### src/rtl/mat_pkg.sv
// mat_pkg: shared widths, limits, table entry layout and FSM states for the matrix store manager.
package mat_pkg;
    localparam int MAX_MATS = 8;
    localparam int ADDR_W = 9;
    localparam int ID_W = 4;
    localparam int DIM_W = 3;
    localparam int AGE_W = 8;
    localparam int IDX_W = 3;
    localparam logic [3:0] MAX_PER_DIM = 4'd2;
    localparam logic [DIM_W-1:0] MAX_DIM = 3'd5;
    localparam logic [9:0] MEM_DEPTH = 10'd512;

    typedef enum logic [2:0] {IDLE, SCAN, DECIDE, GRANT, COOLDOWN, LOOKUP} state_t;

    // reused/age_bk let an aborted reuse restore the entry it borrowed
    typedef struct packed {
        logic valid;
        logic pending;
        logic reused;
        logic [DIM_W-1:0] m;
        logic [DIM_W-1:0] n;
        logic [ADDR_W-1:0] base;
        logic [AGE_W-1:0] age;
        logic [AGE_W-1:0] age_bk;
    } entry_t;

    function automatic logic mat_dims_ok(input logic [DIM_W-1:0] m, input logic [DIM_W-1:0] n);
        return m != '0 && m <= MAX_DIM && n != '0 && n <= MAX_DIM;
    endfunction

    function automatic logic [4:0] mat_area(input logic [DIM_W-1:0] m, input logic [DIM_W-1:0] n);
        return {2'b0, m} * {2'b0, n};
    endfunction
endpackage

### src/rtl/mat_entry_scan.sv
// mat_entry_scan: compares one table entry against the requested (m,n) for the SCAN accumulators.
module mat_entry_scan
    import mat_pkg::*;
(
    input  logic             valid,
    input  logic             pending,
    input  logic [DIM_W-1:0] m,
    input  logic [DIM_W-1:0] n,
    input  logic [AGE_W-1:0] age,
    input  logic [DIM_W-1:0] m_req,
    input  logic [DIM_W-1:0] n_req,
    input  logic             have_old,
    input  logic [AGE_W-1:0] old_age,
    output logic             same_dim,
    output logic             older,
    output logic             free
);
    assign same_dim = (valid || pending) && m == m_req && n == n_req;
    // strict compare keeps the lowest index on equal ages
    assign older = same_dim && (!have_old || age < old_age);
    assign free = !valid && !pending;
endmodule

### src/rtl/mat_store_manager.sv
// mat_store_manager: allocates, commits and looks up matrix regions in the 512-word matrix memory.
// Optional MAT_MGR_STATS_EN adds used_words and mat_count outputs.
module mat_store_manager
    import mat_pkg::*;
(
    input  logic              clk,
    input  logic              rst_n,
    input  logic              en,
    input  logic              alloc_req,
    input  logic [DIM_W-1:0]  alloc_m,
    input  logic [DIM_W-1:0]  alloc_n,
    input  logic              commit,
    output logic [ADDR_W-1:0] base_addr,
    output logic              addr_ready,
    output logic [ID_W-1:0]   alloc_id,
    output logic              alloc_err,
    input  logic              lkp_req,
    input  logic [ID_W-1:0]   lkp_id,
    output logic              lkp_done,
    output logic              lkp_hit,
    output logic [ADDR_W-1:0] lkp_base,
    output logic [DIM_W-1:0]  lkp_m,
    output logic [DIM_W-1:0]  lkp_n
`ifdef MAT_MGR_STATS_EN
    ,
    output logic [9:0]        used_words,
    output logic [3:0]        mat_count
`endif
);
    state_t state, next_state;
    entry_t tbl [MAX_MATS];
    logic [9:0] free_ptr, rollback;
    logic [AGE_W-1:0] seq, old_age;
    logic [DIM_W-1:0] req_m, req_n;
    logic [IDX_W-1:0] idx, old_idx, free_idx, sel, grant_idx, lkp_idx;
    logic [3:0] cnt;
    logic [ID_W-1:0] lkp_q;
    logic [4:0] size;
    logic have_old, have_free, same_dim, older, is_free, reuse, fits, lkp_ok;

    mat_entry_scan u_scan (
        .valid(tbl[idx].valid),
        .pending(tbl[idx].pending),
        .m(tbl[idx].m),
        .n(tbl[idx].n),
        .age(tbl[idx].age),
        .m_req(req_m),
        .n_req(req_n),
        .have_old(have_old),
        .old_age(old_age),
        .same_dim(same_dim),
        .older(older),
        .free(is_free)
    );

    assign size = mat_area(req_m, req_n);
    assign reuse = cnt >= MAX_PER_DIM;
    assign fits = have_free && (free_ptr + {5'b0, size}) <= MEM_DEPTH;
    assign sel = reuse ? old_idx : free_idx;
    assign lkp_idx = IDX_W'(lkp_q - 4'd1);
    assign lkp_ok = lkp_q != '0 && lkp_q <= ID_W'(MAX_MATS) && tbl[lkp_idx].valid;

    // words held by uncommitted fresh allocations, returned when en drops
    always_comb begin
        rollback = '0;
        for (int i = 0; i < MAX_MATS; i++)
            rollback = rollback + ((tbl[i].pending && !tbl[i].reused) ? {5'b0, mat_area(tbl[i].m, tbl[i].n)} : 10'd0);
    end

    always_comb begin
        next_state = state;
        case (state)
            IDLE:     next_state = alloc_req ? (mat_dims_ok(alloc_m, alloc_n) ? SCAN : COOLDOWN) : (lkp_req ? LOOKUP : IDLE);
            SCAN:     next_state = (idx == IDX_W'(MAX_MATS - 1)) ? DECIDE : SCAN;
            DECIDE:   next_state = (reuse || fits) ? GRANT : COOLDOWN;
            GRANT:    next_state = COOLDOWN;
            COOLDOWN: next_state = alloc_req ? COOLDOWN : IDLE;
            LOOKUP:   next_state = IDLE;
            default:  next_state = IDLE;
        endcase
        if (!en) next_state = IDLE;
    end

    always_ff @(posedge clk or negedge rst_n) begin
        if (!rst_n) state <= IDLE;
        else state <= next_state;
    end

    always_ff @(posedge clk or negedge rst_n) begin
        if (!rst_n) begin
            for (int i = 0; i < MAX_MATS; i++) tbl[i] <= '0;
            free_ptr <= '0;
            seq <= '0;
            req_m <= '0;
            req_n <= '0;
            idx <= '0;
            cnt <= '0;
            have_old <= 1'b0;
            have_free <= 1'b0;
            old_idx <= '0;
            old_age <= '0;
            free_idx <= '0;
            grant_idx <= '0;
            lkp_q <= '0;
            base_addr <= '0;
            addr_ready <= 1'b0;
            alloc_id <= '0;
            alloc_err <= 1'b0;
            lkp_done <= 1'b0;
            lkp_hit <= 1'b0;
            lkp_base <= '0;
            lkp_m <= '0;
            lkp_n <= '0;
        end else begin
            addr_ready <= 1'b0;
            alloc_err <= 1'b0;
            lkp_done <= 1'b0;
            if (commit)
                for (int i = 0; i < MAX_MATS; i++)
                    if (tbl[i].pending) begin
                        tbl[i].valid <= 1'b1;
                        tbl[i].pending <= 1'b0;
                        tbl[i].reused <= 1'b0;
                    end
            if (!en) begin
                free_ptr <= free_ptr - rollback;
                for (int i = 0; i < MAX_MATS; i++)
                    if (tbl[i].pending && tbl[i].reused) begin
                        tbl[i].valid <= 1'b1;
                        tbl[i].pending <= 1'b0;
                        tbl[i].reused <= 1'b0;
                        tbl[i].age <= tbl[i].age_bk;
                    end else if (tbl[i].pending) tbl[i] <= '0;
            end else begin
                case (state)
                    IDLE: begin
                        req_m <= alloc_m;
                        req_n <= alloc_n;
                        idx <= '0;
                        cnt <= '0;
                        have_old <= 1'b0;
                        have_free <= 1'b0;
                        lkp_q <= lkp_id;
                        alloc_err <= alloc_req && !mat_dims_ok(alloc_m, alloc_n);
                    end
                    SCAN: begin
                        idx <= idx + 1'b1;
                        cnt <= cnt + {3'b0, same_dim};
                        if (older) begin
                            have_old <= 1'b1;
                            old_idx <= idx;
                            old_age <= tbl[idx].age;
                        end
                        if (is_free && !have_free) begin
                            have_free <= 1'b1;
                            free_idx <= idx;
                        end
                    end
                    DECIDE: begin
                        grant_idx <= sel;
                        alloc_err <= !(reuse || fits);
                        if (reuse || fits) begin
                            tbl[sel].valid <= commit;
                            tbl[sel].pending <= !commit;
                            tbl[sel].age <= seq;
                            if (reuse) begin
                                tbl[sel].reused <= !commit && (tbl[sel].reused || tbl[sel].valid);
                                tbl[sel].age_bk <= tbl[sel].valid ? tbl[sel].age : tbl[sel].age_bk;
                            end else begin
                                tbl[sel].reused <= 1'b0;
                                tbl[sel].m <= req_m;
                                tbl[sel].n <= req_n;
                                tbl[sel].base <= free_ptr[ADDR_W-1:0];
                                free_ptr <= free_ptr + {5'b0, size};
                            end
                        end
                    end
                    GRANT: begin
                        addr_ready <= 1'b1;
                        base_addr <= tbl[grant_idx].base;
                        alloc_id <= {1'b0, grant_idx} + 4'd1;
                        seq <= seq + {7'b0, seq != 8'hff};
                    end
                    LOOKUP: begin
                        lkp_done <= 1'b1;
                        lkp_hit <= lkp_ok;
                        lkp_base <= lkp_ok ? tbl[lkp_idx].base : '0;
                        lkp_m <= lkp_ok ? tbl[lkp_idx].m : '0;
                        lkp_n <= lkp_ok ? tbl[lkp_idx].n : '0;
                    end
                    default: ;
                endcase
            end
        end
    end

`ifdef MAT_MGR_STATS_EN
    logic [3:0] n_valid;

    always_comb begin
        n_valid = '0;
        for (int i = 0; i < MAX_MATS; i++) n_valid = n_valid + {3'b0, tbl[i].valid};
    end

    always_ff @(posedge clk or negedge rst_n) begin
        if (!rst_n) begin
            used_words <= '0;
            mat_count <= '0;
        end else begin
            used_words <= free_ptr;
            mat_count <= n_valid;
        end
    end
`endif
endmodule

### config.mk
export PLATFORM = sky130hd
export DESIGN_NAME = mat_store_manager
export DESIGN_NICKNAME = d
export VERILOG_FILES = /design/src/rtl/mat_pkg.sv /design/src/rtl/mat_entry_scan.sv /design/src/rtl/mat_store_manager.sv
export SDC_FILE = /design/constraint.sdc
export NUM_CORES = 1
export LEC_CHECK = 0
export ABC_AREA = 1
export BUFFER_PORTS_ARGS = -buffer_cell sky130_fd_sc_hd__buf_2
export CAP_MARGIN = 15
export CELL_PAD_IN_SITES_DETAIL_PLACEMENT = 2
export CELL_PAD_IN_SITES_GLOBAL_PLACEMENT = 2
export CORE_ASPECT_RATIO = 0.6
export CORE_MARGIN = 1.5
export CORE_UTILIZATION = 35
export CTS_CLUSTER_DIAMETER = 30
export DETAILED_ROUTE_END_ITERATION = 16
export PLACE_DENSITY_LB_ADDON = 0.25
export SETUP_SLACK_MARGIN = 0.3
export SKIP_CTS_REPAIR_TIMING = 1
export SYNTH_ARGS = -nofsm -noshare
export SYNTH_HDL_FRONTEND = slang
export SYNTH_SLANG_ARGS = --single-unit
### constraint.sdc
create_clock -name clk -period 6 [get_ports clk]
set_clock_uncertainty 0.1 [all_clocks]
set_input_delay 0.6 -clock clk [delete_from_list [all_inputs] [get_ports clk]]
set_output_delay 0.6 -clock clk [all_outputs]
set_load 0.05 [all_outputs]
Word-level counts from Yosys, hierarchy flattened
Index checks and enable logic that the tools add are counted.
W data, S select, Z words.
{"block": "op_classes", "n_reduce_logical": 96, "n_mux": 134, "shift": 0, "multipliers": 9, "add_sub_neg": 14, "eq_ne": 22, "n_lt_le_gt_ge": 11, "bitwise_logic": 4, "div": 0}
{"op": "$bwmux W272", "n": 9}
{"op": "$mux W272", "n": 4}
{"op": "$demux W34 S3", "n": 8}
{"op": "$mux W34", "n": 15}
{"op": "$bmux W34 S3", "n": 4}
{"op": "$mux W8", "n": 18}
{"op": "$mux W15", "n": 8}
{"op": "$mux W3", "n": 33}
{"op": "$mux W25", "n": 3}
{"op": "$mul A3 B3 Y5", "n": 9}
{"op": "$mux W10", "n": 4}
{"op": "$mux W5", "n": 8}
{"op": "$reduce_and A3 Y1", "n": 13}
{"op": "$mux W33", "n": 1}
{"op": "$mux W32", "n": 1}
{"op": "$reduce_and A4 Y1", "n": 8}
{"op": "$mux W31", "n": 1}
{"op": "$add A10 B5 Y10", "n": 3}
{"op": "$logic_and A1 B1 Y1", "n": 30}
{"op": "$reduce_bool A3 Y1", "n": 10}
{"op": "$mux W28", "n": 1}
{"op": "$ne A2 B2 Y1 const B", "n": 11}
{"op": "$reduce_bool A2 Y1", "n": 9}
{"op": "$ge A4 B4 Y1 const B", "n": 4}
{"op": "other kinds (37)", "n": 75}
{"block": "totals", "output_inout_bits": 32, "mem_bits_rw": 0, "latchBits": 0, "register_bits": 361, "n_memories": 0, "mem_bits_ro": 0, "word_cells": 377, "in_bits": 16}

Logic depth before layout (Yosys ltp)
Gate-level depths: netlist of run 1.
{"block": "logic_depth", "depth_word": 18, "ltp_mapped": 26, "mapped_depth_nobuf": 26}

Cells and area by module
From an unflattened synthesis of run 1, not the netlist that was laid out.
{"block": "hier_totals", "hier_cells": 3217, "area_unflattened_um2": 23538.8}
{"mod": "mat_store_manager", "area_each_um2": 23213.5, "instances": 1, "seq_area_each_um2": 9033.7, "cells_per_inst": 3159}
{"mod": "mat_entry_scan", "area_each_um2": 325.3, "instances": 1, "seq_area_each_um2": 0.0, "cells_per_inst": 58}

Least setup slack after synthesis of run 1
OpenSTA, ideal clock, no wires.
{"block": "synth_timing", "path_kind": "reg-to-reg", "from": "register tbl[263] (netlist name)", "to": "register free_ptr[8]", "t_arrival_ps": 5273, "setup_time_ps": 82, "setup_slack_ps": 545, "n_path_buf": 0, "required_time_ps": 5818, "period_less_slack_ps": 5455, "stages_incl_launch_ff": 27, "cell_sequence": "dfrtp_1 nand2_1 fa_1 inv_1 ha_1 fa_1 inv_1 nor2_1 fa_1 inv_1 fa_1 fa_1 inv_1 fa_1 inv_1 ha_1 a21oi_1 o21ai_0 nand2_1 nand2_1 a21oi_1 nor2_1 o21ai_0 nand2_1 nand2_1 nand3_1 a31oi_1"}
{"block": "synth_via", "elab_chain_len": 11}
{"element": "start: declaration", "line_no": "mat_store_manager.sv:31", "rtl": "entry_t tbl [MAX_MATS];"}
{"element": "$mul A3 B3 Y5", "line_no": "mat_pkg.sv:32", "rtl": "return {2'b0, m} * {2'b0, n};"}
{"element": "$mux W5", "line_no": "mat_store_manager.sv:67", "rtl": "rollback = rollback + ((tbl[i].pending && !tbl[i].reused) ? {5'b0, mat_area(tbl[i].m, tbl[i].n)} : 10'd0);"}
{"element": "$add A5 B5 Y6", "line_no": "mat_store_manager.sv:67"}
{"element": "$add A6 B5 Y7", "line_no": "mat_store_manager.sv:67"}
{"element": "$add A7 B5 Y8", "line_no": "mat_store_manager.sv:67"}
{"element": "$add A8 B5 Y9", "line_no": "mat_store_manager.sv:67"}
{"element": "$add A9 B5 Y10", "line_no": "mat_store_manager.sv:67"}
{"element": "$add A10 B5 Y10 (2 in a row)", "line_no": "mat_store_manager.sv:67"}
{"element": "$sub A10 B10 Y10", "line_no": "mat_store_manager.sv:126", "rtl": "free_ptr <= free_ptr - rollback;"}
{"element": "$mux W10", "line_no": "mat_store_manager.sv:125", "rtl": "if (!en) begin"}
{"element": "end signal: assignment", "line_no": "mat_store_manager.sv:126"}
{"element": "end signal: assignment", "line_no": "mat_store_manager.sv:174", "rtl": "free_ptr <= free_ptr + {5'b0, size};"}
{"element": "end: declaration", "line_no": "mat_store_manager.sv:32", "rtl": "logic [9:0] free_ptr, rollback;"}
No other way between the ends.
A chain may end at the register's enable or synchronous reset.

Worst setup path after layout of run 1
{"block": "layout_timing", "from": "register tbl[63] (netlist name)", "to": "register free_ptr[9]"}
{"block": "layout_via", "elab_chain_len": 6}
{"element": "$mul A3 B3 Y5", "line_no": "mat_pkg.sv:32"}
{"element": "$mux W5", "line_no": "mat_store_manager.sv:67"}
{"element": "$add A10 B5 Y10 (2 in a row)", "line_no": "mat_store_manager.sv:67"}
{"element": "$sub A10 B10 Y10", "line_no": "mat_store_manager.sv:126"}
{"element": "$mux W10", "line_no": "mat_store_manager.sv:125"}
No other way between the ends.

==> results of run 1 <==
## area by class of cell
cell class | count | area (sq um) | share of cell area [%]
Clock inverter | 50 | 718.2 | 2.444
Clock buffer | 113 | 2479 | 8.435
Sequential cell | 361 | 9036 | 30.75
Inverter | 500 | 1877 | 6.387
Multi-Input combinational cell | 2334 | 12720 | 43.27
Tap cell | 912 | 1141 | 3.883
Antenna cell | 3 | 7.507 | 0.02555
Timing Repair Buffer | 193 | 1410 | 4.799
## metal layers
metal  part of all wire (%)  up-vias
li1                       -    10993
met1                     46    13445
met2                     41     1165
met3                     11      197
met4                    2.1        0
met5                      0        -
## worst reg2reg max path: stages, from the launching register on
cell	delay [ns]
dfrtp_1	0.40
nand2_1	0.14
fa_1	0.62
inv_1	0.09
ha_1	0.21
fa_1	0.40
xnor2_1	0.23
xnor2_1	0.20
nor2_1	0.14
fa_1	0.58
fa_1	0.46
fa_1	0.50
fa_1	0.55
inv_2	0.06
ha_4	0.27
nand2_2	0.07
inv_2	0.04
a21oi_2	0.14
o21ai_1	0.10
buf_4	0.15
nand2_2	0.06
nand3_2	0.06
xor2_1	0.18
nor2_1	0.11
o22ai_1	0.08
## worst paths after layout
kind | from | end
max reg2reg | tbl[63]$_DFFE_PN0P_ | free_ptr[9]$_DFFE_PN0P_
max | tbl[63]$_DFFE_PN0P_ | free_ptr[9]$_DFFE_PN0P_
min | lkp_id[2] | lkp_q[2]$_DFFE_PN0P_
min in group asynchronous | rst_n | tbl[83]$_DFFE_PN0P_
min reg2reg | have_old$_DFFE_PN0P_ | have_old$_DFFE_PN0P_
max in group asynchronous | rst_n | tbl[163]$_DFFE_PN0P_
## flip-flops by register name, indices dropped and copies added, names as in the netlist, 3 cells and up
register / count
tbl: 272
free_ptr: 10
base_addr: 9
lkp_base: 9
old_age: 8
seq: 8
alloc_id: 4
cnt: 4
lkp_q: 4
free_idx: 3
grant_idx: 3
idx: 3
lkp_m: 3
lkp_n: 3
old_idx: 3
req_m: 3
req_n: 3
state: 3
## cells by family (layout without fill, tap and decap cells)
logic type | after synthesis | after routing | share of synthesized area, %
AO/OA/AOI/OAI | 773 | 773 | 18.87
XOR/XNOR | 38 | 38 | 1.378
other | 0 | 3 | 0
adder cells (fa/ha/maj) | 115 | 115 | 7.638
multiplexers | 1 | 1 | 0.09326
buffers and inverters | 646 | 856 | 10.52
flip-flops | 361 | 361 | 37.41
AND/OR/NAND/NOR | 1407 | 1407 | 24.09
## through the flow
stage	worst slack, ns	TNS, ns	instances
after global placement	0.1100	0	4278
after detailed placement	-0.08420	-0.1596	4278
final	-0.05707	-0.1039	4466
after floorplan	0.5450	0	3341
after CTS	-0.2858	-0.5117	4441
after global routing	-0.2216	-0.5195	4464
## power breakdown
group          switching (uW)  internal (uW)
sequential                212           2580
clock                    1660           3590
combinational            3060           1020
## placed cells by master, fill, tap and decap left out, types with 4 or more instances in the layout
cell type	n
a21oi_1	155
a22oi_1	9
a31oi_1	9
buf_12	5
buf_2	46
buf_4	139
bufinv_16	16
clkbuf_1	9
clkbuf_16	90
clkbuf_8	14
clkinv_1	5
clkinv_2	14
clkinv_4	5
clkinvlp_4	12
dfrtp_1	359
fa_1	51
ha_1	58
inv_1	484
inv_2	11
nand2_1	956
nand2_2	23
nand2_4	4
nand3_1	167
nand3_2	7
nand3b_1	7
nand4_1	16
nor2_1	167
nor2_2	12
nor3_1	33
o211ai_1	11
o21ai_0	310
o21ai_1	7
o21ai_2	13
o21bai_1	184
o22ai_1	60
xnor2_1	15
xnor2_2	4
xor2_1	19
==> out/results.ini, run 1 <==
[worst_setup_path]
crit_family=adder cells
critPathLaunchType=register
reg2reg_depth=24
cp-end-kind=register
crit_buf_inv=4
cpMaxStageDelayCell=fa_1
cp_max_fo=4
crit_path_max_incr_delay_ns=0.62
cp_common_cell=fa_1
cp.depth=24
crit_type=reg -> reg
cp.required_ns=6.39
arrival_ns=6.45
reg2reg_setup_slack_ns=-0.06
cp_cell_sequence=nand2_1 -> fa_1 -> inv_1 -> ha_1 -> fa_1 -> xnor2_1 -> xnor2_1 -> nor2_1 -> fa_1 -> fa_1 -> fa_1 -> fa_1 -> inv_2 -> ha_4 -> nand2_2 -> inv_2 -> a21oi_2 -> o21ai_1 -> buf_4 -> nand2_2 -> nand3_2 -> xor2_1 -> nor2_1 -> o22ai_1

[sta]
setup_slack_ns=-0.05707
fin_crit_sh_pct=101.0
maxSlewHeadroom_pct=20.64
final-hold-violation-count=0
setup_viol=2
min_period_ns=6.057
finalMaxSlewViolations=0
hold-worst-slack_ns=0.08810
fmax_mhz=165.1
worst_pin_slew_ns=1.190
rsz0062_at_grt=true

[yosys]
synth_cells=3341
synth_seq_area_share_pct=37.41
synth.net_count=3472
netlist_top_cells_area=dfrtp_1 (37%), nand2_1 (15%), inv_1 (7.6%)
synthesis.area_sq_um=24150
synthArstFlopShare_pct=100.0
synth.avg_cell_area_sq_um=7.227
synth_top_area_cell=dfrtp_1
synthDistinctLibCells=49
synth_seq_cells=361
synth-warning-count=0
ys.flop_type=dfrtp_1
synth.most_common_cell=nand2_1
synth_commonest_cells=nand2_1 (963), inv_1 (489), dfrtp_1 (361)
synth_edf_count=0
synth_top_area_share_pct=37.41

[clock_network]
cts_buffers=88
cts.clk_slew.worst_paths_ns=0.05
cts_max_level=3
cts_root_buf=clkbuf_16
cts_tree=done
clkLatencyLatePin_ns=0.65
cts.sinks=361
clk_path_buf_depth=3

[detailed_routing]
wl_per_cell_um=28.17
vias_per_cell=5.777
first_pass_iters=5
drtAntennaViolNets=0
post-route-drc-count=0
vias=25800
drt_iter0_markers=2504
wl_um=125800

[placed_design]
dpl_cell_area_sq_um=25880
place_congestion=0.9813
io_buffers=47
hpwl_um=89360

[global_route]
grt_pass1_vias=27429
grt.busiest_layer=met1
grt_max_degree=149
grt_use_met3_pct=10.35
met1_usage_pct=52.84
globalRoute.totalOverflow=0
globalRouteTotalUtil_pct=35.72
antenna_found_initial=6
grt_util_met2_pct=50.46
grt_pass1_wl_um=185400

[finish]
nFillCells=7888
areaGrowthSynthToFinish_pct=21.69
final_nets=3609
drive_above_1_share_pct=12.59
utilization_pct=43.12
design_area_sq_um=29380

[floorplanning]
dieArea_sq_um=70630
io_pins=48
die_x_um=342.1
rows=74
initial_core_util_pct=35.43
die_h_um=206.5
coreArea_sq_um=68150

[job]
maxCapViolCount=0

[hold_path]
hold_depth=3
hold_path.class=in -> reg

[pwr]
leakagePower_uw=0.01486
power_density_nw_per_um2=412.2
total_power_uw=12110
vdd_drop_max_uv=224.7

[outcome]
status=finished, violations left
violations=setup timing

Note: power is estimated with default switching activity, not from simulation.
==> run 2: changes to the inputs <==
--- a/config.mk
+++ b/config.mk
@@ -8,14 +8,14 @@
 export ABC_AREA = 1
 export BUFFER_PORTS_ARGS = -buffer_cell sky130_fd_sc_hd__buf_2
 export CAP_MARGIN = 15
-export CELL_PAD_IN_SITES_DETAIL_PLACEMENT = 2
-export CELL_PAD_IN_SITES_GLOBAL_PLACEMENT = 2
 export CORE_ASPECT_RATIO = 0.6
 export CORE_MARGIN = 1.5
 export CORE_UTILIZATION = 35
 export CTS_CLUSTER_DIAMETER = 30
 export DETAILED_ROUTE_END_ITERATION = 16
+export GPL_TIMING_DRIVEN = 0
 export PLACE_DENSITY_LB_ADDON = 0.25
+export REMOVE_ABC_BUFFERS = 1
 export SETUP_SLACK_MARGIN = 0.3
 export SKIP_CTS_REPAIR_TIMING = 1
 export SYNTH_ARGS = -nofsm -noshare
==> out/results.ini, run 2 (synthesis results as in run 1) <==
[outcome]
status=finished clean

[clock_network]
cts.sinks=361  ; unchanged
cts_max_level=3  ; unchanged
clk_path_buf_depth=3  ; unchanged
cts.clk_slew.worst_paths_ns=0.05  ; about the same
clkLatencyLatePin_ns=0.63  ; -0.02 ns
cts_tree=done
cts_root_buf=clkbuf_16
cts_buffers=82  ; -6.8%

[pwr]
seq_power_share_pct=25.7  ; +2.7 points
comb_power_share_pct=31.3  ; -2.4 points
total_power_uw=11590  ; -4.3%
power_density_nw_per_um2=397.0  ; -3.7%
p_int_uw=7022  ; -2.2%
leakagePower_uw=0.01451  ; -2.3%
vdd_drop_max_uv=219.9  ; -2.1%
p_sw_uw=4572  ; -7.2%
swShare_pct=39.43  ; -1.3 points
clkPwrFrac_pct=43.0  ; -0.3 points

[finish]
layout_commonest_cell=nand2_1
largest_reg_flops=272  ; unchanged
drive_above_1_share_pct=12.29  ; -0.30 points
diodes=0  ; -3
areaGrowthSynthToFinish_pct=20.95
final_cell_mix=nand2_1 (944), inv_1 (483), dfrtp_1 (333), o21ai_0 (312), o21bai_1 (184)
reg_top3=tbl (272), free_ptr (10)
final_nets=3523  ; -2.4%
regMostFlops=tbl
nFillCells=6996  ; -11%

[floorplanning]
die_h_um=206.5  ; unchanged
initial_core_util_pct=35.43  ; unchanged
rows=74  ; unchanged
coreArea_sq_um=68150  ; unchanged
die_x_um=342.1  ; unchanged
io_pins=48  ; unchanged
dieArea_sq_um=70630  ; unchanged

[hold_path]
min_to=lkp_q[0]$_DFFE_PN0P_
hold_path.startpoint=lkp_id[0]
hold_depth=3  ; unchanged
hold_path.class=in -> reg

[sta]
maxSlewHeadroom_pct=7.160  ; -13 points
setup_slack_ns=0.2849  ; +0.3419 ns
final-hold-violation-count=0  ; unchanged
fmax_mhz=175.0  ; +6.0%
rsz0062_at_grt=true
worst_pin_slew_ns=1.393  ; +0.2023 ns
setup_viol=0  ; -2
finalMaxSlewViolations=0  ; unchanged
fin_crit_sh_pct=95.25  ; -5.7 points
min_period_ns=5.715  ; -0.3419 ns

[worst_setup_path]
reg2reg_depth=23  ; -4.2%
critPathLaunchType=register
crit_type=reg -> reg
r2r_end=free_ptr[9]$_DFFE_PN0P_
cp.required_ns=6.37  ; -0.02 ns
reg2reg_setup_slack_ns=0.28  ; +0.34 ns
cp_max_fo=4  ; unchanged
cp-end-kind=register
worst_r2r_startpoint=tbl[59]$_DFFE_PN0P_
arrival_ns=6.09  ; -0.36 ns

[global_route]
antenna_found_initial=1  ; -5
grt_max_degree=101  ; -32%
grt_pass1_wl_um=141900  ; -23%
globalRouteTotalUtil_pct=27.18  ; -8.5 points
grt_pass1_vias=21066  ; -23%
globalRoute.totalOverflow=0  ; unchanged

[detailed_routing]
vias=23574  ; -8.6%
drtAntennaViolNets=0  ; unchanged
wl_um=97080  ; -23%
drt_iter0_markers=3373  ; +35%
first_pass_iters=8  ; +3
post-route-drc-count=0  ; unchanged
vias_per_cell=5.395  ; -6.6%
wl_per_cell_um=22.21  ; -21%

[placed_design]
place_congestion=0.9428  ; -3.9%
pre_cts_ws_ns=-0.1626  ; -0.07845 ns
io_buffers=47  ; unchanged
hpwl_um=69180  ; -23%

[job]
maxCapViolCount=0  ; unchanged

run 2: cell count changes in the layout (fill, tap and decap cells not counted), moves of 6 or more:
cell | previous run | this run
nand2_1 | 956 | 944
buf_4 | 139 | 32
nand2_2 | 23 | 36
dfrtp_2 | 2 | 25
nor2_1 | 167 | 160
dfrtp_1 | 359 | 333
ha_2 | 1 | 7
ha_1 | 58 | 52
nand3_1 | 167 | 161
buf_8 | 1 | 8
buf_16 | 0 | 17
run 2: power groups by stage:
| stage | registers [uW] | logic, uW | clock network, uW |
|---|---|---|---|
| floorplan | 2970 | 1960 | 0 |
| global placement | 3030 | 3250 | 0 |
| detailed placement | 2970 | 3410 | 0 |
| CTS | 2940 | 3420 | 5020 |
| global route | 2990 | 3940 | 5150 |
| finish | 2980 | 3630 | 4990 |
run 2: worst max-delay path by stage:
stage                         startpoint                       to  slack, ns
finish               tbl[59]$_DFFE_PN0P_  free_ptr[9]$_DFFE_PN0P_       0.28
global route        tbl[161]$_DFFE_PN0P_  free_ptr[9]$_DFFE_PN0P_       0.06
CTS                  tbl[64]$_DFFE_PN0P_  free_ptr[8]$_DFFE_PN0P_      -0.20
detailed placement   tbl[64]$_DFFE_PN0P_  free_ptr[8]$_DFFE_PN0P_      -0.16
global placement                   rst_n       seq[5]$_DFFE_PN0P_      -3.57
floorplan           tbl[263]$_DFFE_PN0P_  free_ptr[8]$_DFFE_PN0P_       0.53
run 2: cell type report:
class	instances	area [sq um]	share of cell area [%]
Tap cell	912	1141	3.907
Clock buffer	102	2332	7.985
Timing Repair Buffer	112	1184	4.053
Sequential cell	361	9076	31.08
Inverter	500	1878	6.430
Multi-Input combinational cell	2335	12890	44.12
Clock inverter	48	709.4	2.429
run 2: critical path: stages, from the launching register on:
cell and delay, ns:
dfrtp_1 0.41, nand2_1 0.11, fa_1 0.54, inv_1 0.04
ha_2 0.17, fa_1 0.43, xnor2_2 0.17, xnor2_2 0.23
nor2_4 0.10, fa_2 0.64, fa_1 0.46, fa_1 0.47
fa_1 0.53, inv_2 0.05, ha_4 0.25, nand2_1 0.06
nand2_1 0.06, a21oi_2 0.15, o21ai_2 0.10, nand2_1 0.09
nand3_2 0.07, xor2_1 0.17, nor2_1 0.10, o22ai_1 0.08
run 2: metal layers:
metal  track usage, %  vias to the layer above  wire length [um]
met5                0                        -                 0
met4            4.899                        0              1237
met3            14.41                      103             17110
met2            30.87                     1413             32550
met1            42.72                    11197             46180
li1                 -                    10861                 -
run 2: per-stage QoR:
| stage | hold WS (ns) | instance area, sq um | utilization [%] | instances | setup TNS (ns) |
|---|---|---|---|---|---|
| after detailed placement | 0.3638 | 25500 | 37.41 | 4180 | -0.8513 |
| after CTS | -0.07937 | 28540 | 41.88 | 4330 | -1.091 |
| after global placement | 0.3572 | 24860 | 36.48 | 4154 | -1356.50 |
| final | 0.1002 | 29210 | 42.86 | 4370 | 0 |
| after global routing | 0.1097 | 29210 | 42.86 | 4370 | 0 |
| after floorplan | 0.2044 | 23480 | - | 3195 | 0 |
